--- src/rtl/rst_pkg.sv ---
// ---------------------------------------------------------------------------
// rst_pkg : shared FSM state type and counter-width helpers for rst_seq.
// Rev 1.0 : initial release.
// ---------------------------------------------------------------------------
`default_nettype none

package rst_pkg;

   typedef enum logic [1:0] {
      ST_DISARMED = 2'd0,
      ST_HOLD     = 2'd1,
      ST_RELEASE  = 2'd2,
      ST_RUN      = 2'd3
   } state_e;

   // Bits needed to hold values 0..max_val, never less than one.
   function automatic int cnt_width(input int max_val);
      return (max_val < 1) ? 1 : $clog2(max_val + 1);
   endfunction

   function automatic int max2(input int a, input int b);
      return (a > b) ? a : b;
   endfunction

endpackage

`default_nettype wire

--- src/rtl/rst_stretch.sv ---
// ---------------------------------------------------------------------------
// rst_stretch : per-channel saturating stretch counter for local resets.
// Rev 1.0 : initial release.
// ---------------------------------------------------------------------------
`default_nettype none

module rst_stretch
   import rst_pkg::*;
#(
   parameter int STRETCH = 4
) (
   input  logic clk,
   input  logic sys_rstn,
   input  logic req_i,
   output logic zero_next_o
);

   localparam int CW = cnt_width(STRETCH);

   logic [CW-1:0] cnt_q;
   logic [CW-1:0] cnt_d;

   always_comb begin
      cnt_d = cnt_q;
      if (req_i) begin
         cnt_d = CW'(STRETCH);
      end else if (cnt_q != '0) begin
         cnt_d = cnt_q - CW'(1);
      end
   end

   // Exposed from the next value so the top registers the output on the same edge.
   assign zero_next_o = (cnt_d == '0);

   always_ff @(posedge clk) begin
      if (!sys_rstn) begin
         cnt_q <= '0;
      end else begin
         cnt_q <= cnt_d;
      end
   end

endmodule

`default_nettype wire

--- src/rtl/rst_seq.sv ---
// ---------------------------------------------------------------------------
// rst_seq : multi-channel reset sequencer with staggered release.
// Rev 1.0 : initial release.
// ---------------------------------------------------------------------------
`default_nettype none

module rst_seq
   import rst_pkg::*;
#(
   parameter int N_CH    = 3,
   parameter int STRETCH = 4,
   parameter int STAGGER = 2
) (
   input  logic            clk,
   input  logic            sys_rstn,
   input  logic            usr_rst,
   input  logic [N_CH-1:0] ch_rst_req,
   output logic [N_CH-1:0] rstn_out,
   output logic            armed,
   output logic            busy
);

   localparam int GCNT_MAX = max2(STRETCH, STAGGER);
   localparam int GCNT_W   = cnt_width(GCNT_MAX);
   localparam int IDX_W    = (N_CH > 1) ? $clog2(N_CH) : 1;

   state_e            state_q, state_d;
   logic [GCNT_W-1:0] gcnt_q, gcnt_d;
   logic [IDX_W-1:0]  idx_q, idx_d;
   logic              armed_q, armed_d;
   logic              busy_q, busy_d;
   logic [N_CH-1:0]   rstn_q, rstn_d;
   logic [N_CH-1:0]   lcnt_zero_d;

   generate
      for (genvar g = 0; g < N_CH; g++) begin : g_stretch
         rst_stretch #(
            .STRETCH     (STRETCH)
         ) u_stretch (
            .clk         (clk),
            .sys_rstn    (sys_rstn),
            .req_i       (ch_rst_req[g]),
            .zero_next_o (lcnt_zero_d[g])
         );
      end
   endgenerate

   always_comb begin
      state_d = state_q;
      gcnt_d  = gcnt_q;
      idx_d   = idx_q;
      armed_d = armed_q;
      case (state_q)
         ST_DISARMED: begin
            if (usr_rst) begin
               state_d = ST_HOLD;
               armed_d = 1'b1;
               gcnt_d  = '0;
               idx_d   = '0;
            end
         end
         ST_HOLD: begin
            if (usr_rst) begin
               gcnt_d = '0;
            end else if (gcnt_q == GCNT_W'(STRETCH - 1)) begin
               gcnt_d  = '0;
               idx_d   = '0;
               state_d = (N_CH == 1) ? ST_RUN : ST_RELEASE;
            end else if (gcnt_q != GCNT_W'(GCNT_MAX)) begin
               gcnt_d = gcnt_q + GCNT_W'(1);
            end
         end
         ST_RELEASE: begin
            if (usr_rst) begin
               state_d = ST_HOLD;
               gcnt_d  = '0;
               idx_d   = '0;
            end else if (gcnt_q == GCNT_W'(STAGGER - 1)) begin
               gcnt_d = '0;
               idx_d  = idx_q + IDX_W'(1);
               // Releasing the last channel finishes the sequence on the same edge.
               if ((int'(idx_q) + 1) >= (N_CH - 1)) begin
                  state_d = ST_RUN;
               end
            end else if (gcnt_q != GCNT_W'(GCNT_MAX)) begin
               gcnt_d = gcnt_q + GCNT_W'(1);
            end
         end
         ST_RUN: begin
            if (usr_rst) begin
               state_d = ST_HOLD;
               gcnt_d  = '0;
               idx_d   = '0;
            end
         end
         default: begin
            state_d = ST_DISARMED;
         end
      endcase

      busy_d = (state_d == ST_HOLD) || (state_d == ST_RELEASE);
      rstn_d = '0;
      for (int i = 0; i < N_CH; i++) begin
         rstn_d[i] = ((state_d == ST_RUN) ||
                      ((state_d == ST_RELEASE) && (IDX_W'(i) <= idx_d))) &&
                     lcnt_zero_d[i];
      end
   end

   always_ff @(posedge clk) begin
      if (!sys_rstn) begin
         state_q <= ST_DISARMED;
         gcnt_q  <= '0;
         idx_q   <= '0;
         armed_q <= 1'b0;
         busy_q  <= 1'b0;
         rstn_q  <= '0;
      end else begin
         state_q <= state_d;
         gcnt_q  <= gcnt_d;
         idx_q   <= idx_d;
         armed_q <= armed_d;
         busy_q  <= busy_d;
         rstn_q  <= rstn_d;
      end
   end

   assign rstn_out = rstn_q;
   assign armed    = armed_q;
   assign busy     = busy_q;

endmodule

`default_nettype wire

--- config.mk ---
export PLATFORM = sky130hd
export DESIGN_NAME = rst_seq
export DESIGN_NICKNAME = d
export VERILOG_FILES = /design/src/rtl/rst_pkg.sv /design/src/rtl/rst_stretch.sv /design/src/rtl/rst_seq.sv
export SDC_FILE = /design/constraint.sdc
export NUM_CORES = 1
export LEC_CHECK = 0
export BUFFER_PORTS_ARGS = -buffer_cell sky130_fd_sc_hd__buf_2
export CAP_MARGIN = 10
export CORE_UTILIZATION = 50
export CTS_BUF_LIST = sky130_fd_sc_hd__clkbuf_4 sky130_fd_sc_hd__clkbuf_8 sky130_fd_sc_hd__clkbuf_16
export CTS_CLUSTER_DIAMETER = 200
export DETAILED_ROUTE_END_ITERATION = 6
export PLACE_DENSITY_LB_ADDON = 0.3
export SLEW_MARGIN = 20
export SYNTH_ARGS = -nofsm -noshare
export SYNTH_HDL_FRONTEND = slang
export SYNTH_SLANG_ARGS = --single-unit
--- constraint.sdc ---
create_clock -name clk -period 3.8 [get_ports clk]
set_clock_uncertainty 0.2 [all_clocks]
set_input_delay 0.19 -clock clk [delete_from_list [all_inputs] [get_ports clk]]
set_output_delay 0.19 -clock clk [all_outputs]
set_load 0.005 [all_outputs]
# --- Word-level counts from Yosys, hierarchy flattened ---
# Index checks and enable logic that the tools add are counted.
totals:
  word_cells: 74
  reg_bits: 21
  input_bits: 6
  output_inout_bits: 5
classes:
  n_eq_ne: 10
  reduce_logical: 19
  n_lt_le_gt_ge: 4
  mux: 26
  add_sub_neg: 6
ops:
  columns: ["cell", "n"]
  rows:
  - ["2-to-1 mux 3 bit", 12]
  - ["2-to-1 mux 2 bit", 11]
  - ["one-hot mux 2 bit (3 select lines)", 2]
  - ["logical NOT 3 bit", 3]
  - ["one-hot mux 3 bit (3 select lines)", 1]
  - ["nonzero test 3 bit", 3]
  - ["subtractor 3 x 1 -> 3 bit (second input constant)", 3]
  - ["== test 2 bit (second input constant)", 4]
  - ["logical AND 1 bit", 6]
  - ["== test 2 x 1 -> 1 bit (second input constant)", 2]
  - ["less-or-equal comparator 1 x 2 -> 1 bit (first input constant)", 2]
  - ["logical OR 1 bit", 4]
  - ["adder 2 x 1 -> 3 bit (second input constant)", 1]
  - ["adder 3 x 1 -> 3 bit (second input constant)", 1]
  - ["== test 3 x 1 -> 1 bit (second input constant)", 1]
  - ["== test 3 x 2 -> 1 bit (second input constant)", 1]
  - [">= comparator 3 x 2 -> 1 bit (second input constant)", 1]
  - ["inequality test 3 bit (second input constant)", 1]
  - ["adder 2 x 1 -> 2 bit (second input constant)", 1]
  - ["less-or-equal comparator 2 bit (first input constant)", 1]
  - ["logical NOT 2 bit", 1]
  - ["inequality test 2 x 1 -> 1 bit (second input constant)", 1]
  - ["AND reduction 2 bit", 1]
  - ["OR reduction 2 bit", 1]

# --- Longest topological paths before layout ---
logic_depth:
  ltp_word: 10
  depth_mapped: 10
  mapped_depth_nobuf: 10

# --- Modules after synthesis ---
# Synthesis repeated with hierarchy kept, for this count alone.
unflattened:
  cells_unflattened: 146
  area_unflattened_um2: 1318.8
by_module_without_submodules:
  columns: ["mod", "cells_each", "n_inst", "area_per_inst_um2", "seq_area_each_um2"]
  rows:
  - ["rst_seq", 89, 1, 767.0, 240.2]
  - ["rst_stretch", 19, 3, 183.9, 60.1]

# --- Worst setup path before layout ---
# Ideal clock, no wire load.
synth_path:
  path_type: "register -> register"
  from: "register state_q[0]"
  to: "register rstn_q[1], in the netlist rstn_out[1]"
  arrival_ns: 1.884
  required_time_ns: 3.478
  slack_ns: 1.595
  stages_incl_launch_ff: 10
  path_buffers: 0
  setup_time_ns: 0.122
  period_less_slack_ns: 2.205
  cell_sequence: "dfxtp_1 inv_1 ha_1 nor2b_1 and2_1 a221o_1 ha_1 o21ai_0 nor3_1 o311a_1"
synth_via:
  elab_chain_cells: 8
  word_cells_on_any_way: 19
  classes_between: "1 x order compare; 5 x eq/ne; 8 x mux; 5 x reduce/logical"
synth_rtl:
  columns: ["element", "line_no", "text"]
  rows:
  - ["start, declared", "rst_seq.sv:27", "state_e state_q, state_d;"]
  - ["start signal, assigned", "rst_seq.sv:119", "state_q <= state_d;"]
  - ["2-to-1 mux 2 bit", "rst_seq.sv:82", "if ((int'(idx_q) + 1) >= (N_CH - 1)) begin"]
  - ["2-to-1 mux 2 bit", "rst_seq.sv:78", "end else if (gcnt_q == GCNT_W'(STAGGER - 1)) begin"]
  - ["2-to-1 mux 2 bit", "rst_seq.sv:74", "if (usr_rst) begin"]
  - ["one-hot mux 2 bit (3 select lines)", "rst_seq.sv:53", "case (state_q)"]
  - ["== test 2 bit", "rst_seq.sv:105", "((state_d == ST_RELEASE) && (IDX_W'(i) <= idx_d))) &&"]
  - ["logical AND 1 bit", "rst_seq.sv:105", null]
  - ["logical OR 1 bit (*)", "rst_seq.sv:104", "rstn_d[i] = ((state_d == ST_RUN) ||"]
  - ["logical AND 1 bit (*)", "rst_seq.sv:105", null]
  - ["end signal, assigned", "rst_seq.sv:124", "rstn_q <= rstn_d;"]
  - ["end, declared", "rst_seq.sv:32", "logic [N_CH-1:0] rstn_q, rstn_d;"]
# Every way passes the cells marked *; elsewhere a longest branch is shown, timed or not.
# A chain may end at the register's enable or synchronous reset.

# --- Worst setup path in the final report ---
layout_path:
  from: "register state_q[0]"
  to: "register rstn_q[1], in the netlist rstn_out[1]"
layout_via:
  elab_chain_cells: 8
  word_cells_on_any_way: 19
  classes_between: "1 x order compare; 5 x eq/ne; 8 x mux; 5 x reduce/logical"
layout_rtl:
  columns: ["element", "line_no"]
  rows:
  - ["2-to-1 mux 2 bit", "rst_seq.sv:82"]
  - ["2-to-1 mux 2 bit", "rst_seq.sv:78"]
  - ["2-to-1 mux 2 bit", "rst_seq.sv:74"]
  - ["one-hot mux 2 bit (3 select lines) (*)", "rst_seq.sv:53"]
  - ["via state_d[0]", "rst_seq.sv:27"]
  - ["== test 2 bit", "rst_seq.sv:105"]
  - ["logical AND 1 bit", "rst_seq.sv:105"]
  - ["logical OR 1 bit (*)", "rst_seq.sv:104"]
  - ["logical AND 1 bit (*)", "rst_seq.sv:105"]
# The timed path passes the listed nets; every way through them passes the cells marked *.

==> flow_summary.ini <==
[synthesis]
ys_seq_elements = 21
syn_nets = 171
synth_top_area_cell = dfxtp_1
synthArstFlopShare = 0
yosysTopAreaCellShare = 0.3422
syn_area_per_cell_um2 = 8.416
yosysWarnings = 0
post-synth-top-count-cell = inv_1
ys.flop_type = dfxtp_1
synth_enable_flop_cells = 0
synthesis.area_um2 = 1229
syn_inst = 146
synthDistinctLibCells = 29
ys_seq_area_frac = 0.3422
synthTopCellsByCount = 24 x inv_1, 21 x dfxtp_1, 19 x ha_1
ys_top_cells_by_area = dfxtp_1 34%, ha_1 19%, inv_1 7.3%

[floorplanning]
boundaryPins = 11
start_util = 0.5449
rows = 17
die_width_um = 51.57
core_area_um2 = 2255
dieArea_um2 = 2659
dieHeight_um = 51.57

[run]
cap_violations = 0

[final_layout]
area_growth_pct = 11.81
nets = 189
fin_cells = 191
fin_area_um2 = 1374
drive_above_1_share = 0.09816
diodes = 0

[timing]
rsz0062_at_grt = no
post-route-min-period_ns = 2.512
fmax_mhz = 398.2
worstMarginPinSlew_ns = 0.3512
setup_viol = 0
maxSlewHeadroom = 0.7634
whs_ns = 0.01883
min_period_over_period = 0.6609
slew_violations = 0
tns_ns = 0
hold_viol_final = 0

[clock_network]
cts_root_buf = clkbuf_4
cts_resized = 0
cts_tree = yes
clkTransAtPathRegs_ns = 0.11
htreeDepth = 1
cts_sinks = 21
cts_buffer_depth = 2
numCtsBuffers = 3
clock_latency_ns = 0.31

[hold_path]
hold_path.class = in2reg

[pwr]
p_total_mw = 0.4396
cellLeakagePower_nw = 0.6380
p_per_area_nw_per_um2 = 320.0
worst_ir_drop_vdd_v = 0.0002114

[placed_design]
place.gp.congestion = 0.8359
dp_hpwl_um = 1771
numPortBuffers = 10
place_area_um2 = 1314
dpl.cell_count = 184

[critical_path]
crit_chain = inv_1 -> ha_1 -> nor2b_1 -> and2_1 -> a221o_1 -> inv_1 -> ha_1 -> o21ai_0 -> nor3_1 -> o311a_1
endpoint_kind = register
worst_ep_arrival_time_ns = 2.57
slowest_stage = ha_1
crit_type = reg2reg
critPathMaxStageDelay_ns = 0.37
crit_fanout = 6
start_kind = register
crit_required_ns = 3.86

[detailed_routing]
drc = 0
drtIter0Drc = 18
vias_per_cell = 5.293
drt-total-wl_um = 2258
wl_per_cell_um = 11.82
dr.pass1.iters = 4
ant_nets = 0
routed-via-count = 1011

[global_route]
antenna_found_initial = 0
grt_max_degree = 12
grt_pass1_vias = 1007
grt_pass1_wl_um = 4119
track_usage = 0.2072
grt-ovfl-total = 0

[run_status]
status = completed
path summary, 6_finish.rpt:
check	start	endpoint	slack, ns	cells after the start
hold reg to reg	armed$_SDFFE_PN0P_	armed$_SDFFE_PN0P_	0.29	2
setup reg to reg	state_q[0]$_SDFF_PN0_	rstn_out[1]$_SDFF_PN0_	1.29	10
hold / removal	sys_rstn	idx_q[1]$_SDFF_PN0_	0.02	2
setup / recovery	state_q[0]$_SDFF_PN0_	rstn_out[1]$_SDFF_PN0_	1.29	10
state kept, by name, indices dropped and copies added (netlist names):
register and count:
armed 1, busy 1, g_stretch.u_stretch.cnt_q 9, gcnt_q 3, idx_q 2, rstn_out 3, state_q 2
stage by stage:
stage	setup slack [ns]	util
2_1_floorplan	1.595	-
4_1_cts	1.279	0.6093
3_5_place_dp	1.323	0.5827
6_report	1.288	0.6093
5_1_grt	1.146	0.6093
3_3_place_gp	1.483	0.5827
power breakdown:
part / total (mW) / switching, mW / internal [mW]
Sequential: 0.237 / 0.00598 / 0.231
Clock: 0.116 / 0.0681 / 0.0482
Combinational: 0.0867 / 0.0485 / 0.0382
layer usage:
metal  up-vias  wire [um]  track usage
met5         -          0            0
met4         0         38      0.09459
met3         5         82      0.05263
met2        17       1090       0.3636
met1       470       1047       0.2329
li1        519          -            -
worst max-delay path, delay by kind of cell (launching register included):
family | cells | cell delay, ns
adders and majority gates | 2 | 0.56
DFF | 1 | 0.35
buffers and inverters | 2 | 0.15
and+or+nand+nor | 3 | 0.52
AOI/OAI and AO/OA | 3 | 0.68
kinds of logic after synthesis:
| group | share of synthesized area |
|---|---|
| AOI/OAI and AO/OA | 0.1365 |
| xor gates and xnor gates | 0.01426 |
| adders and majority gates | 0.1935 |
| buffers and inverters | 0.07332 |
| DFF | 0.3422 |
| muxes | 0.01629 |
| and+or+nand+nor | 0.2240 |
placed cells by master (no fill, tap or decap), types with 3 or more instances in the layout:
cell type	count
dlygate4sd3_1	3
nor2b_1	6
nand3_1	3
nor3_1	4
o31ai_1	3
nor2_1	18
inv_1	24
clkbuf_4	4
ha_1	19
and2_1	5
o21ai_0	5
nand2_1	6
buf_2	10
dfxtp_1	21
nand2b_1	5
a21oi_1	6
cell type report:
class | instances | area [um2]
multi-input combinational | 101 | 718.2
fill | 195 | 880.8
clock buffer | 4 | 30.03
sequential | 21 | 420.4
tap | 28 | 35.03
inverter | 24 | 90.09
timing repair buffer | 13 | 80.08
what timing repair did:
action                                  in CTS  in global routing
setup buffers                                0                  0
endpoints found under the setup margin       0                  0
hold buffers                                 3                  0
hold endpoints to repair                    12                  0
Power figures use the tool's default switching activity.
